===== config.mk =====
export PLATFORM = sky130hd
export DESIGN_NAME = sys_bus_flat
export DESIGN_NICKNAME = d
export VERILOG_FILES = /design/src/rtl/sys_bus_pkg.sv /design/src/rtl/sys_bus_if.sv /design/src/rtl/sys_bus_decode.sv /design/src/rtl/sys_bus.sv /design/src/flat_wrapper.sv
export SDC_FILE = /design/constraint.sdc
export NUM_CORES = 1
export LEC_CHECK = 0
export ABC_AREA = 0
export ABC_CLOCK_PERIOD_IN_PS = 18500
export BUFFER_PORTS_ARGS = -buffer_cell sky130_fd_sc_hd__clkbuf_2
export CAP_MARGIN = 30
export CORE_UTILIZATION = 45
export DETAILED_ROUTE_END_ITERATION = 12
export GPL_TIMING_DRIVEN = 0
export PLACE_DENSITY_LB_ADDON = 0.15
export SYNTH_ARGS = -nofsm -noshare
export SYNTH_HDL_FRONTEND = slang
export SYNTH_HIERARCHICAL = 1
export SYNTH_SLANG_ARGS = --single-unit
export TNS_END_PERCENT = 5

===== constraint.sdc =====
create_clock -name clk -period 18.5 [get_ports clk]
set_clock_uncertainty 0.2 [all_clocks]
set_input_delay 0.925 -clock clk [delete_from_list [all_inputs] [get_ports clk]]
set_output_delay 0.925 -clock clk [all_outputs]
set_load 0.005 [all_outputs]

===== src/rtl/sys_bus_pkg.sv =====
// Shared types and constants for the system bus sequencer.
package sys_bus_pkg;

  // Sequencer states.
  typedef enum logic [2:0] {
    IDLE,
    MEM_WAIT,
    IO_WAIT,
    ERR,
    DONE
  } bus_state_t;

  // Decoded target of an access.
  typedef enum logic [1:0] {
    REG_MEM,
    REG_IO,
    REG_NONE
  } bus_region_t;

  // Read data returned for any failed access.
  localparam logic [31:0] BUS_ERR_DATA = 32'hDEAD_BEEF;

  // Shared latency / timeout counter width; covers a timeout of 65535.
  localparam int unsigned CNT_W = 16;

endpackage


===== src/rtl/sys_bus_if.sv =====
// CPU, memory, MMIO and error-log signals of the system bus sequencer.
interface sys_bus_if;

  logic [31:0] cpu_addr;
  logic [31:0] cpu_wdata;
  logic        cpu_we;
  logic [31:0] cpu_rdata;
  logic        cpu_ready;

  logic [31:0] mem_addr;
  logic [31:0] mem_wdata;
  logic        mem_we;
  logic        mem_re;
  logic [31:0] mem_rdata;

  logic [31:0] io_addr;
  logic [31:0] io_wdata;
  logic        io_we;
  logic        io_req;
  logic        io_ack;
  logic [31:0] io_rdata;

  logic        err_valid;
  logic [31:0] err_addr;
  logic        err_clr;

  // View of the sequencer itself.
  modport slave (
    input  cpu_addr, cpu_wdata, cpu_we, mem_rdata, io_ack, io_rdata, err_clr,
    output cpu_rdata, cpu_ready, mem_addr, mem_wdata, mem_we, mem_re,
           io_addr, io_wdata, io_we, io_req, err_valid, err_addr
  );

  // View of the surrounding system (CPU, memory, peripherals).
  modport master (
    output cpu_addr, cpu_wdata, cpu_we, mem_rdata, io_ack, io_rdata, err_clr,
    input  cpu_rdata, cpu_ready, mem_addr, mem_wdata, mem_we, mem_re,
           io_addr, io_wdata, io_we, io_req, err_valid, err_addr
  );

endinterface


===== src/rtl/sys_bus_decode.sv =====
// Combinational address decode: target region, alignment and region offset.
module bus_decode
  import sys_bus_pkg::*;
#(
  parameter int unsigned MEM_BYTES = 65536,
  parameter logic [31:0] IO_BASE   = 32'hF000_0000,
  parameter int unsigned IO_BYTES  = 4096
) (
  input  logic [31:0] addr,
  output bus_region_t region,
  output logic        misaligned,
  output logic [31:0] offset
);

  logic [31:0] io_off;

  // Unsigned compare of the rebased address also rejects addresses below IO_BASE.
  assign io_off     = addr - IO_BASE;
  assign misaligned = (addr[1:0] != 2'b00);

  // Memory is based at zero, so its offset is the address itself.
  always_comb begin
    region = REG_NONE;
    offset = 32'h0;
    if (addr < 32'(MEM_BYTES)) begin
      region = REG_MEM;
      offset = addr;
    end else if (io_off < 32'(IO_BYTES)) begin
      region = REG_IO;
      offset = io_off;
    end
  end

endmodule


===== src/rtl/sys_bus.sv =====
// System bus sequencer: decodes CPU accesses to memory, MMIO or unmapped space,
// runs fixed-latency memory cycles and req/ack MMIO handshakes, logs bus errors.
module sys_bus
  import sys_bus_pkg::*;
#(
  parameter int unsigned MEM_BYTES   = 65536,
  parameter int unsigned MEM_LATENCY = 1,
  parameter logic [31:0] IO_BASE     = 32'hF000_0000,
  parameter int unsigned IO_BYTES    = 4096,
  parameter int unsigned TIMEOUT     = 255
) (
  input logic      clk,
  input logic      reset,
  sys_bus_if.slave bus
);

  localparam logic [CNT_W-1:0] MEM_LAT_CNT  = CNT_W'(MEM_LATENCY);
  localparam logic [CNT_W-1:0] TIMEOUT_LAST = CNT_W'(TIMEOUT - 1);

  bus_state_t       state_q, state_d;
  logic [CNT_W-1:0] cnt_q, cnt_d;
  logic [31:0]      addr_q, addr_d;
  logic             we_q, we_d;
  logic [31:0]      rdata_q, rdata_d;
  logic             ready_q, ready_d;
  logic             mem_re_q, mem_re_d;
  logic             mem_we_q, mem_we_d;
  logic [31:0]      mem_addr_q, mem_addr_d;
  logic [31:0]      mem_wdata_q, mem_wdata_d;
  logic             io_req_q, io_req_d;
  logic             io_we_q, io_we_d;
  logic [31:0]      io_addr_q, io_addr_d;
  logic [31:0]      io_wdata_q, io_wdata_d;
  logic             err_valid_q, err_valid_d;
  logic [31:0]      err_addr_q, err_addr_d;
  logic             err_set;

  bus_region_t region;
  logic        misaligned;
  logic [31:0] offset;

  bus_decode #(
    .MEM_BYTES (MEM_BYTES),
    .IO_BASE   (IO_BASE),
    .IO_BYTES  (IO_BYTES)
  ) u_decode (
    .addr       (bus.cpu_addr),
    .region     (region),
    .misaligned (misaligned),
    .offset     (offset)
  );

  // Next-state logic: access sequencing, strobes and read-data capture.
  always_comb begin
    state_d     = state_q;
    cnt_d       = cnt_q;
    addr_d      = addr_q;
    we_d        = we_q;
    rdata_d     = rdata_q;
    mem_re_d    = 1'b0;
    mem_we_d    = 1'b0;
    mem_addr_d  = mem_addr_q;
    mem_wdata_d = mem_wdata_q;
    io_req_d    = io_req_q;
    io_we_d     = io_we_q;
    io_addr_d   = io_addr_q;
    io_wdata_d  = io_wdata_q;
    err_set     = 1'b0;

    unique case (state_q)
      IDLE: begin
        addr_d = bus.cpu_addr;
        we_d   = bus.cpu_we;
        if (misaligned) begin
          state_d = ERR;
        end else begin
          unique case (region)
            REG_MEM: begin
              mem_re_d    = ~bus.cpu_we;
              mem_we_d    = bus.cpu_we;
              mem_addr_d  = {2'b00, offset[31:2]};
              mem_wdata_d = bus.cpu_wdata;
              cnt_d       = MEM_LAT_CNT;
              state_d     = MEM_WAIT;
            end
            REG_IO: begin
              io_req_d   = 1'b1;
              io_we_d    = bus.cpu_we;
              io_addr_d  = offset;
              io_wdata_d = bus.cpu_wdata;
              cnt_d      = '0;
              state_d    = IO_WAIT;
            end
            default: state_d = ERR;
          endcase
        end
      end

      // The edge that takes the counter from 1 to 0 is the one at which
      // mem_rdata is valid.
      MEM_WAIT: begin
        if (cnt_q <= CNT_W'(1)) begin
          cnt_d = '0;
          if (!we_q) begin
            rdata_d = bus.mem_rdata;
          end
          state_d = DONE;
        end else begin
          cnt_d = cnt_q - 1'b1;
        end
      end

      // Ack is checked before the timeout so a late ack still succeeds.
      IO_WAIT: begin
        if (bus.io_ack) begin
          if (!we_q) begin
            rdata_d = bus.io_rdata;
          end
          io_req_d = 1'b0;
          io_we_d  = 1'b0;
          state_d  = DONE;
        end else if (cnt_q >= TIMEOUT_LAST) begin
          io_req_d = 1'b0;
          io_we_d  = 1'b0;
          rdata_d  = BUS_ERR_DATA;
          err_set  = 1'b1;
          state_d  = DONE;
        end else begin
          cnt_d = cnt_q + 1'b1;
        end
      end

      ERR: begin
        if (!we_q) begin
          rdata_d = BUS_ERR_DATA;
        end
        err_set = 1'b1;
        state_d = DONE;
      end

      DONE: state_d = IDLE;

      default: state_d = IDLE;
    endcase
  end

  assign ready_d = (state_d == DONE);

  // Error log: first error wins, but a new error beats a simultaneous clear.
  always_comb begin
    err_valid_d = err_valid_q;
    err_addr_d  = err_addr_q;
    if (err_set) begin
      err_valid_d = 1'b1;
      if (!err_valid_q || bus.err_clr) begin
        err_addr_d = addr_q;
      end
    end else if (bus.err_clr) begin
      err_valid_d = 1'b0;
    end
  end

  // State and output registers; reset aborts any access immediately.
  always_ff @(posedge clk or posedge reset) begin
    if (reset) begin
      state_q     <= IDLE;
      cnt_q       <= '0;
      addr_q      <= '0;
      we_q        <= 1'b0;
      rdata_q     <= '0;
      ready_q     <= 1'b0;
      mem_re_q    <= 1'b0;
      mem_we_q    <= 1'b0;
      mem_addr_q  <= '0;
      mem_wdata_q <= '0;
      io_req_q    <= 1'b0;
      io_we_q     <= 1'b0;
      io_addr_q   <= '0;
      io_wdata_q  <= '0;
      err_valid_q <= 1'b0;
      err_addr_q  <= '0;
    end else begin
      state_q     <= state_d;
      cnt_q       <= cnt_d;
      addr_q      <= addr_d;
      we_q        <= we_d;
      rdata_q     <= rdata_d;
      ready_q     <= ready_d;
      mem_re_q    <= mem_re_d;
      mem_we_q    <= mem_we_d;
      mem_addr_q  <= mem_addr_d;
      mem_wdata_q <= mem_wdata_d;
      io_req_q    <= io_req_d;
      io_we_q     <= io_we_d;
      io_addr_q   <= io_addr_d;
      io_wdata_q  <= io_wdata_d;
      err_valid_q <= err_valid_d;
      err_addr_q  <= err_addr_d;
    end
  end

  assign bus.cpu_rdata = rdata_q;
  assign bus.cpu_ready = ready_q;
  assign bus.mem_addr  = mem_addr_q;
  assign bus.mem_wdata = mem_wdata_q;
  assign bus.mem_re    = mem_re_q;
  assign bus.mem_we    = mem_we_q;
  assign bus.io_addr   = io_addr_q;
  assign bus.io_wdata  = io_wdata_q;
  assign bus.io_we     = io_we_q;
  assign bus.io_req    = io_req_q;
  assign bus.err_valid = err_valid_q;
  assign bus.err_addr  = err_addr_q;

endmodule

===== src/flat_wrapper.sv =====
// flat-port wrapper written by rule: the top's interface ports become plain ports
module sys_bus_flat import sys_bus_pkg::*;
#(
  parameter int unsigned MEM_BYTES   = 65536,
  parameter int unsigned MEM_LATENCY = 1,
  parameter logic [31:0] IO_BASE     = 32'hF000_0000,
  parameter int unsigned IO_BYTES    = 4096,
  parameter int unsigned TIMEOUT     = 255
)
  (clk, reset, bus_cpu_addr, bus_cpu_wdata, bus_cpu_we, bus_mem_rdata, bus_io_ack, bus_io_rdata, bus_err_clr, bus_cpu_rdata, bus_cpu_ready, bus_mem_addr, bus_mem_wdata, bus_mem_we, bus_mem_re, bus_io_addr, bus_io_wdata, bus_io_we, bus_io_req, bus_err_valid, bus_err_addr);
  sys_bus_if bus_i ();
  input logic clk;
  input logic reset;
  input wire logic [$bits(bus_i.cpu_addr)-1:0] bus_cpu_addr;
  input wire logic [$bits(bus_i.cpu_wdata)-1:0] bus_cpu_wdata;
  input wire logic [$bits(bus_i.cpu_we)-1:0] bus_cpu_we;
  input wire logic [$bits(bus_i.mem_rdata)-1:0] bus_mem_rdata;
  input wire logic [$bits(bus_i.io_ack)-1:0] bus_io_ack;
  input wire logic [$bits(bus_i.io_rdata)-1:0] bus_io_rdata;
  input wire logic [$bits(bus_i.err_clr)-1:0] bus_err_clr;
  output wire logic [$bits(bus_i.cpu_rdata)-1:0] bus_cpu_rdata;
  output wire logic [$bits(bus_i.cpu_ready)-1:0] bus_cpu_ready;
  output wire logic [$bits(bus_i.mem_addr)-1:0] bus_mem_addr;
  output wire logic [$bits(bus_i.mem_wdata)-1:0] bus_mem_wdata;
  output wire logic [$bits(bus_i.mem_we)-1:0] bus_mem_we;
  output wire logic [$bits(bus_i.mem_re)-1:0] bus_mem_re;
  output wire logic [$bits(bus_i.io_addr)-1:0] bus_io_addr;
  output wire logic [$bits(bus_i.io_wdata)-1:0] bus_io_wdata;
  output wire logic [$bits(bus_i.io_we)-1:0] bus_io_we;
  output wire logic [$bits(bus_i.io_req)-1:0] bus_io_req;
  output wire logic [$bits(bus_i.err_valid)-1:0] bus_err_valid;
  output wire logic [$bits(bus_i.err_addr)-1:0] bus_err_addr;
  assign bus_i.cpu_addr = bus_cpu_addr;
  assign bus_i.cpu_wdata = bus_cpu_wdata;
  assign bus_i.cpu_we = bus_cpu_we;
  assign bus_i.mem_rdata = bus_mem_rdata;
  assign bus_i.io_ack = bus_io_ack;
  assign bus_i.io_rdata = bus_io_rdata;
  assign bus_i.err_clr = bus_err_clr;
  assign bus_cpu_rdata = bus_i.cpu_rdata;
  assign bus_cpu_ready = bus_i.cpu_ready;
  assign bus_mem_addr = bus_i.mem_addr;
  assign bus_mem_wdata = bus_i.mem_wdata;
  assign bus_mem_we = bus_i.mem_we;
  assign bus_mem_re = bus_i.mem_re;
  assign bus_io_addr = bus_i.io_addr;
  assign bus_io_wdata = bus_i.io_wdata;
  assign bus_io_we = bus_i.io_we;
  assign bus_io_req = bus_i.io_req;
  assign bus_err_valid = bus_i.err_valid;
  assign bus_err_addr = bus_i.err_addr;
  sys_bus #(.MEM_BYTES(MEM_BYTES), .MEM_LATENCY(MEM_LATENCY), .IO_BASE(IO_BASE), .IO_BYTES(IO_BYTES), .TIMEOUT(TIMEOUT)) u_core (.clk(clk), .reset(reset), .bus(bus_i));
endmodule

==> results.yml, run 1 <==
run_status:
  outcome: "completed"
critical_path:
  crit_start: "bus_cpu_addr[27]"
  critPathMaxStageDelay_ps: 640
  timing.critical_path.required_ps: 18710
  cp_slowest_cell: "nor4_1"
  cp_max_fo: 10
  reg2reg_slack_ps: 15620
  crit_arrival_ps: 4450
  criticalPathCategory: "in -> reg"
  rr_endpoint: "u_core/bus.mem_addr[13]"
  crit_path_start_kind: "primary input"
  timing.rr.start: "u_core/state_q[0]"
  cp-end-kind: "flip-flop"
  r2r_cells: 6
  crit_chain: "clkbuf_2 > nor4_1 > nand4_1 > o211ai_2 > buf_6 > inv_1 > nor2_1 > nand3_1 > clkbuf_1 > mux2_2"
synthesis:
  synth_top_area_frac: 0.5798
  synth_area_mm2: 0.01070
  ys_seq_area_frac: 0.5798
  synth_top_area_cell: "dfrtp_1"
  ys_ff_latch: 248
  synthCells: 800
  ys_warn_count: 6
  async_reset_ff_frac: 1.000
  ys_types: 62
  synth_edf_count: 0
  synthFlopType: "dfrtp_1"
  synth.avg_cell_area_um2: 13.38
  synth_area_leaders: "dfrtp_1, mux2_2, mux2i_1"
die:
  die_y_um: 156.2
  coreArea_mm2: 0.02340
  die_area_mm2: 0.02441
  fp-row-count: 56
  die_w_um: 156.2
  io_pins: 331
  start_util: 0.4574
detailed_routing:
  vias_per_cell: 5.135
  drtPass1Iterations: 5
  totalWireLength_um: 27100
  num_vias: 7687
  ant_nets: 0
  routedWlPerCell_um: 18.10
  drc: 0
  drtIter0Drc: 249
power:
  switching_power_w: 0.0002717
  p_int_w: 0.0009054
  seqPwrFrac: 0.475
  power.leakage_nw: 7.592
  p_comb_frac: 0.075
  p_clk_frac: 0.450
  p_sw_frac: 0.2308
  ir_drop_v: 0.00006638
  power_density_mw_per_mm2: 86.01
global_routing:
  grt_remaining_overflow: 0
  grt_max_degree: 101
  grt_pass1_wl_um: 42230
  grt_antenna_before_repair: 0
  grt_pass1_vias: 7820
  grt.total_usage: 0.2207
sta:
  setup_viol: 0
  fin_crit_ps: 4237
  final.setup.tns_ps: 0
  rsz0062_at_grt: "false"
  slew_viol_final: 0
  fin_crit_sh: 0.2290
  tightest_slew_ps: 746.3
  max_slew_margin: 0.5025
  timing.final.ws_setup_ps: 14260
  hold_violations: 0
  worst_hold_slack_ps: 214.9
  fmax_mhz: 236.0
worst_hold_path:
  hp-class: "in -> async"
layout:
  syn2layout_area_growth_pct: 27.85
  final_common_cell: "clkbuf_2"
  drive_above_1_share: 0.5068
  nNetsFinal: 1301
  most-common-layout-cells: "clkbuf_2, dfrtp_1, mux2_2"
  diodes: 0
cts:
  ctsHoldBuffers: 0
  cts_sinks: 248
  numCtsBuffers: 27
  cts_tree: "built"
  cts_root_buf: "clkbuf_16"
  post_cts_resized: 0
  cts.path.max_buffers: 3
  postCtsSetupBuffers: 0
  clock_latency_ps: 530
  clk_pin_slew_ps: 60
  h-tree-depth: 1
placement:
  post-place-ws_ps: 13690
  hpwlAfterDp_um: 19560
  place.gp.congestion: 0.8392
  io_buffers: 328
flow_run:
  maxCapViolations: 0
-- cell type report --
cell class,count,area [um^2]
buffer,49,242.7
clock inverter,8,93.84
timing repair buffer,330,1697
inverter,36,142.6
multi-input combinational,469,4128
clock buffer,38,777.0
fill,2026,9717
tap,319,399.1
sequential,248,6206
-- power groups by stage --
stage	Combinational, W	Sequential [W]	Clock, W
floorplan	0.0000530	0.000568	0
global placement	0.0000856	0.000569	0
detailed placement	0.0000879	0.000569	0
CTS	0.0000889	0.000559	0.000544
global route	0.000100	0.000560	0.000565
finish	0.0000886	0.000559	0.000529
-- registers in the layout, summed over array words and instances, names as in the netlist, 3 cells and up --
register / count
u_core/bus.cpu_rdata: 32
u_core/bus.mem_wdata: 32
u_core/cnt_q: 16
u_core/bus.io_wdata: 32
u_core/addr_q: 32
u_core/bus.mem_addr: 30
u_core/bus.io_addr: 32
u_core/state_q: 3
u_core/bus.err_addr: 32
-- how the worst max path moves through the flow --
stage	endpoint	slack [ps]	cells after the start
after floorplan	u_core/addr_q[0]	10560	1
after global placement	u_core/bus.mem_addr[5]	7700	2
after detailed placement	u_core/bus.io_addr[24]	13690	10
after CTS	u_core/bus.io_addr[24]	14240	10
after global routing	u_core/bus.io_addr[23]	14020	10
final	u_core/bus.io_addr[24]	14260	10
-- routing by layer --
| metal | vias up | share of wire | GRT usage |
|---|---|---|---|
| li1 | 3587 | - | - |
| met1 | 3785 | 0.41 | 0.2751 |
| met4 | 0 | 0.035 | 0.08030 |
| met2 | 256 | 0.48 | 0.3716 |
| met5 | - | 0 | 0 |
| met3 | 59 | 0.071 | 0.05456 |
-- synthesized netlist by cell type (4+ instances only) --
cell,n
dfrtp_1,248
mux2_2,192
inv_1,36
and2_1,31
clkbuf_1,30
mux2i_1,28
o22ai_1,27
nand2_1,24
nor2_1,22
o21ai_0,15
a22o_1,14
buf_2,8
a21oi_1,7
ha_1,7
nor3_1,7
mux2_4,6
nor4_1,6
and3_1,5
buf_4,5
nand3_1,5
nand4_1,5
buf_6,4
-- kinds of logic (layout without fill, tap and decap cells) --
family,after synthesis,in the layout,synth area share
flops,248,248,0.5798
simple gates,125,125,0.06569
xor+xnor,4,4,0.003274
fa+ha+maj,7,7,0.008182
compound gates,101,101,0.06838
other cells,2,4,0.0007016
mux,228,228,0.2387
buf+inv,85,461,0.03530
-- through the flow --
step	std cells	instance area [um^2]	power (W)	utilization
after CTS	1497	13690	0.001192	0.5848
final	1497	13690	0.001177	0.5848
after global routing	1497	13690	0.001226	0.5848
after detailed placement	1451	12810	0.0006568	0.5476
after floorplan	802	10710	0.0006211	-
after global placement	1449	12750	0.0006545	0.5449
-- critical path: cells and delay by family --
family | cells | cell delay (ps)
muxes | 1 | 370
and+or+nand+nor | 4 | 1840
buffers and inverters | 4 | 870
AOI/OAI and AO/OA | 1 | 450
Note: power is estimated with default switching activity, not from simulation.
==> run 2: changes to the inputs <==
--- a/config.mk
+++ b/config.mk
@@ -6,7 +6,7 @@
 export NUM_CORES = 1
 export LEC_CHECK = 0
 export ABC_AREA = 0
-export ABC_CLOCK_PERIOD_IN_PS = 18500
+export ABC_CLOCK_PERIOD_IN_PS = 3600
 export BUFFER_PORTS_ARGS = -buffer_cell sky130_fd_sc_hd__clkbuf_2
 export CAP_MARGIN = 30
 export CORE_UTILIZATION = 45
==> constraint.sdc (replaced) <==
create_clock -name clk -period 3.6 [get_ports clk]
set_clock_uncertainty 0.2 [all_clocks]
set_input_delay 0.18 -clock clk [delete_from_list [all_inputs] [get_ports clk]]
set_output_delay 0.18 -clock clk [all_outputs]
set_load 0.005 [all_outputs]
==> results.yml, run 2 (synthesis results as in run 1) <==
critical_path:
  timing.rr.start: "u_core/state_q[2]"
  rr_endpoint: "u_core/bus.cpu_rdata[7]"
  crit_start: "bus_cpu_addr[31]"
  timing.critical_path.required_ps: 3810
  cp-end-kind: "flip-flop"
  crit_chain: "dlygate4sd3_1 > clkbuf_2 > a21oi_1 > o211ai_1 > o211ai_2 > buf_6 > inv_1 > nor2_1 > nand3_2 > clkbuf_1 > mux2_2"
  critPathMaxStageDelay_ps: 540
  reg2reg_slack_ps: 420
  criticalPathCategory: "in -> reg"
  crit_path_start_kind: "primary input"
  cp.depth: 11
  cp-endpoint: "u_core/bus.io_addr[19]"
  r2r_cells: 8
  cp_max_fo: 10
  crit_family: "buffers and inverters"
  critPathBufInv: 5
  cp_slowest_cell: "dlygate4sd3_1"
  crit_arrival_ps: 3490
cts:
  clock_latency_ps: 540
  cts_sinks: 248
  clk_pin_slew_ps: 60
  cts_root_buf: "clkbuf_16"
  numCtsBuffers: 28
  cts_tree: "built"
  h-tree-depth: 1
  cts.path.max_buffers: 3
global_routing:
  grt_pass1_wl_um: 45460
  grt.total_usage: 0.2361
  grt_max_degree: 42
  grt_antenna_before_repair: 0
  grt_remaining_overflow: 0
  grt_pass1_vias: 8575
sta:
  fmax_mhz: 305.4
  setup_viol: 0
  slew_viol_final: 0
  tightest_slew_ps: 817.9
  fin_crit_ps: 3274
  worst_hold_slack_ps: 92.95
  max_slew_margin: 0.4536
  hold_violations: 0
  fin_crit_sh: 0.9095
  rsz0062_at_grt: "false"
layout:
  syn2layout_area_growth_pct: 41.55
  drive_above_1_share: 0.4598
  final_core_util: 0.6475
  nNetsFinal: 1438
  regArea_mm2: 0.006206
  final_common_cell: "clkbuf_2"
  multiInputGateArea_mm2: 0.004133
  fillCellCount: 1850
  diodes: 0
  most-common-layout-cells: "clkbuf_2, dfrtp_1, mux2_2"
placement:
  place.gp.congestion: 0.8231
  io_buffers: 328
  hpwlAfterDp_um: 19740
detailed_routing:
  ant_nets: 0
  vias_per_cell: 5.076
  routedWlPerCell_um: 17.67
  drtIter0Drc: 455
  drc: 0
  num_vias: 8320
  drtPass1Iterations: 6
  totalWireLength_um: 28960
flow_run:
  maxCapViolations: 0
die:
  coreArea_mm2: 0.02340
  die_area_mm2: 0.02441
  io_pins: 331
  fp-row-count: 56
  die_w_um: 156.2
  die_y_um: 156.2
  start_util: 0.4574
power:
  seqPwrFrac: 0.454
  switching_power_w: 0.001461
  p_clk_frac: 0.454
  p_sw_frac: 0.2309
  p_comb_frac: 0.092
  power_density_mw_per_mm2: 417.5
  power.leakage_nw: 8.212
  p_int_w: 0.004866
  total_power_w: 0.006327
  ir_drop_v: 0.0003673
worst_hold_path:
  hp-class: "in -> reg"
run_status:
  outcome: "completed"
-- run 2: worst register-to-register path, delay by kind of cell (launching register included) --
family / cells / cell delay, ps
AO/OA/AOI/OAI: 1 / 170
AND/OR/NAND/NOR: 3 / 700
buffers and inverters: 3 / 1490
multiplexers: 1 / 140
flip-flops: 1 / 400
-- run 2: cell type report --
| type | instances | area share |
|---|---|---|
| Clock buffer | 45 | 0.05846 |
| Inverter | 36 | 0.009166 |
| Sequential cell | 248 | 0.4096 |
| Timing Repair Buffer | 466 | 0.2035 |
| Multi-Input combinational cell | 469 | 0.2728 |
| Tap cell | 319 | 0.02634 |
| Buffer | 49 | 0.01602 |
| Clock inverter | 7 | 0.004211 |
-- run 2: routing by layer --
| metal | up-vias | wire (um) | GRT usage |
|---|---|---|---|
| met5 | - | 0 | 0 |
| met4 | 0 | 704 | 0.06723 |
| met3 | 56 | 2271 | 0.05843 |
| met2 | 304 | 14190 | 0.4084 |
| met1 | 4095 | 11800 | 0.2927 |
| li1 | 3865 | - | - |
-- run 2: what timing repair did --
action	4_1_cts	5_1_grt
setup endpoints to repair	0	60
gates resized for setup	0	1
setup buffers	0	0
hold buffers	132	0
hold endpoints to repair	222	0
-- run 2: worst min path at each step --
stage / startpoint / endpoint / slack, ps / cells past startpoint
6_report: bus_cpu_addr[29] / u_core/bus.mem_addr[27] / 90 / 5
5_1_grt: bus_cpu_addr[28] / u_core/bus.io_addr[29] / 120 / 5
4_1_cts: bus_cpu_addr[29] / u_core/bus.mem_addr[27] / 70 / 5
3_5_place_dp: reset / u_core/bus.err_addr[12] / 160 / 2
3_3_place_gp: bus_err_clr / u_core/bus.err_valid / 190 / 2
2_1_floorplan: bus_cpu_we / u_core/bus.mem_re / 50 / 1
-- run 2: through the flow --
stage	cell area, um^2	std cells	setup TNS, ps	setup slack [ps]
5_1_grt	15150	1639	0	66.03
3_3_place_gp	12760	1449	-418280	-1628
2_1_floorplan	10720	802	-9852	-39.72
4_1_cts	15150	1639	0	111.6
3_5_place_dp	12880	1455	-23690	-446.9
6_report	15150	1639	0	325.7
-- run 2: power by group through the flow --
stage	Clock, W	Sequential [W]	Combinational, W
final	0.00287	0.00287	0.000580
after global routing	0.00306	0.00288	0.000640
after CTS	0.00295	0.00287	0.000574
after detailed placement	0	0.00292	0.000460
after global placement	0	0.00292	0.000440
after floorplan	0	0.00292	0.000273
==> run 3: changes to the inputs <==
--- a/config.mk
+++ b/config.mk
@@ -10,9 +10,11 @@
 export BUFFER_PORTS_ARGS = -buffer_cell sky130_fd_sc_hd__clkbuf_2
 export CAP_MARGIN = 30
 export CORE_UTILIZATION = 45
+export CTS_BUF_LIST = sky130_fd_sc_hd__clkbuf_8
 export DETAILED_ROUTE_END_ITERATION = 12
 export GPL_TIMING_DRIVEN = 0
 export PLACE_DENSITY_LB_ADDON = 0.15
+export SKIP_LAST_GASP = 1
 export SYNTH_ARGS = -nofsm -noshare
 export SYNTH_HDL_FRONTEND = slang
 export SYNTH_HIERARCHICAL = 1
==> results.yml, run 3 (synthesis results as in run 1) <==
sta:
  fin_crit_ps: 3288
  max_slew_margin: 0.4539
  setup_viol: 0
  hold_violations: 0
  tightest_slew_ps: 817.5
  slew_viol_final: 0
  fmax_mhz: 304.1
  worst_hold_slack_ps: 88.77
  rsz0062_at_grt: "false"
  fin_crit_sh: 0.9134
cts:
  postCtsSetupBuffers: 0
  clk_pin_slew_ps: 50
  cts_sinks: 248
  h-tree-depth: 2
  clock_latency_ps: 540
  numCtsBuffers: 42
  cts_tree: "built"
  cts_root_buf: "clkbuf_8"
  cts.path.max_buffers: 3
critical_path:
  cp-end-kind: "flip-flop"
  cp_max_fo: 10
  criticalPathCategory: "in -> reg"
  timing.rr.start: "u_core/state_q[2]"
  rr_endpoint: "u_core/bus.cpu_rdata[7]"
  timing.critical_path.required_ps: 3800
  crit_path_start_kind: "primary input"
  crit_arrival_ps: 3490
  r2r_cells: 8
  reg2reg_slack_ps: 500
global_routing:
  grt.total_usage: 0.2376
  grt_pass1_vias: 8703
  grt_antenna_before_repair: 0
  grt_remaining_overflow: 0
  grt_max_degree: 42
  grt_pass1_wl_um: 45420
detailed_routing:
  num_vias: 8353
  vias_per_cell: 5.050
  drc: 0
  drtPass1Iterations: 4
  drtIter0Drc: 420
  totalWireLength_um: 28860
  ant_nets: 0
  routedWlPerCell_um: 17.45
flow_run:
  maxCapViolations: 0
die:
  die_w_um: 156.2
  start_util: 0.4574
  fp-row-count: 56
  coreArea_mm2: 0.02340
  io_pins: 331
  die_area_mm2: 0.02441
  die_y_um: 156.2
worst_hold_path:
  hp-class: "in -> reg"
  holdPathEnd: "u_core/bus.mem_addr[27]"
  min_path_cells: 5
  hp-start: "bus_cpu_addr[28]"
placement:
  hpwlAfterDp_um: 19740
  io_buffers: 328
  place.gp.congestion: 0.8231
  place_area_mm2: 0.01288
layout:
  fin_area_mm2: 0.01495
  final_common_cell: "clkbuf_2"
  diodes: 0
  syn2layout_area_growth_pct: 39.66
  nNetsFinal: 1452
  most-common-layout-cells: "clkbuf_2, dfrtp_1, mux2_2"
  drive_above_1_share: 0.4584
  final_core_util: 0.6388
run_status:
  outcome: "completed"
power:
  power_density_mw_per_mm2: 384.1
  ir_drop_v: 0.0003447
  power.leakage_nw: 8.179
run 3: cell types whose count changed in the layout (fill, tap and decap cells not counted), sizes merged:
cell	previous run	this run
clkinvlp	1	2
clkinv	5	1
bufinv	1	0
inv	36	51
clkbuf	403	407
run 3: worst max path at each step:
stage                           from                      end  cells after the start
global placement               reset  u_core/bus.mem_wdata[1]                      2
finish              bus_cpu_addr[31]   u_core/bus.io_addr[26]                     11
global route        bus_cpu_addr[31]         u_core/cnt_q[12]                     12
detailed placement  bus_cpu_addr[26]   u_core/bus.io_addr[23]                     10
floorplan                      reset         u_core/addr_q[0]                      1
CTS                 bus_cpu_addr[31]   u_core/bus.io_addr[26]                     11
run 3: per-stage QoR:
stage               setup WS [ps]  instances  setup TNS, ps  power, W
finish                      311.9       1654              0  0.005742
global route                82.07       1654              0  0.006003
CTS                         108.6       1654              0  0.005814
detailed placement         -446.9       1455         -23690  0.003383
global placement            -1628       1449        -418280  0.003364
floorplan                  -39.72        802          -9852  0.003193
run 3: cell type report:
| class | instances | area [um^2] |
|---|---|---|
| Sequential cell | 248 | 6206 |
| Buffer | 49 | 242.7 |
| Clock buffer | 49 | 674.4 |
| Multi-Input combinational cell | 469 | 4133 |
| Fill cell | 1888 | 8453 |
| Clock inverter | 18 | 72.57 |
| Timing Repair Buffer | 466 | 3083 |
| Inverter | 36 | 138.9 |
| Tap cell | 319 | 399.1 |
run 3: layer usage:
metal	share of wire	global-route usage	up-vias	wire (um)
li1	-	-	3885	-
met1	0.40	0.2875	4109	11600
met2	0.49	0.4060	296	14190
met3	0.076	0.06286	63	2200
met4	0.030	0.08824	0	859
met5	0	0.006211	-	0
run 3: power by group:
part | internal, W | switching [W]
logic | 0.000285 | 0.000293
clock network | 0.00122 | 0.00107
registers | 0.00284 | 0.0000403
run 3: worst max-delay path, stage by stage:
cell and delay (ps):
dlygate4sd3_1 540, clkbuf_2 140, a21oi_1 170, o211ai_1 170, o211ai_2 430, buf_6 210
inv_1 80, nor2_1 370, nand3_2 400, clkbuf_1 430, mux2_2 370
run 3: timing repair:
action / in CTS / in global routing
hold buffers: 132 / 0
endpoints found under the setup margin: 0 / 60
gates resized for setup: 0 / 1
hold endpoints to repair: 222 / 0
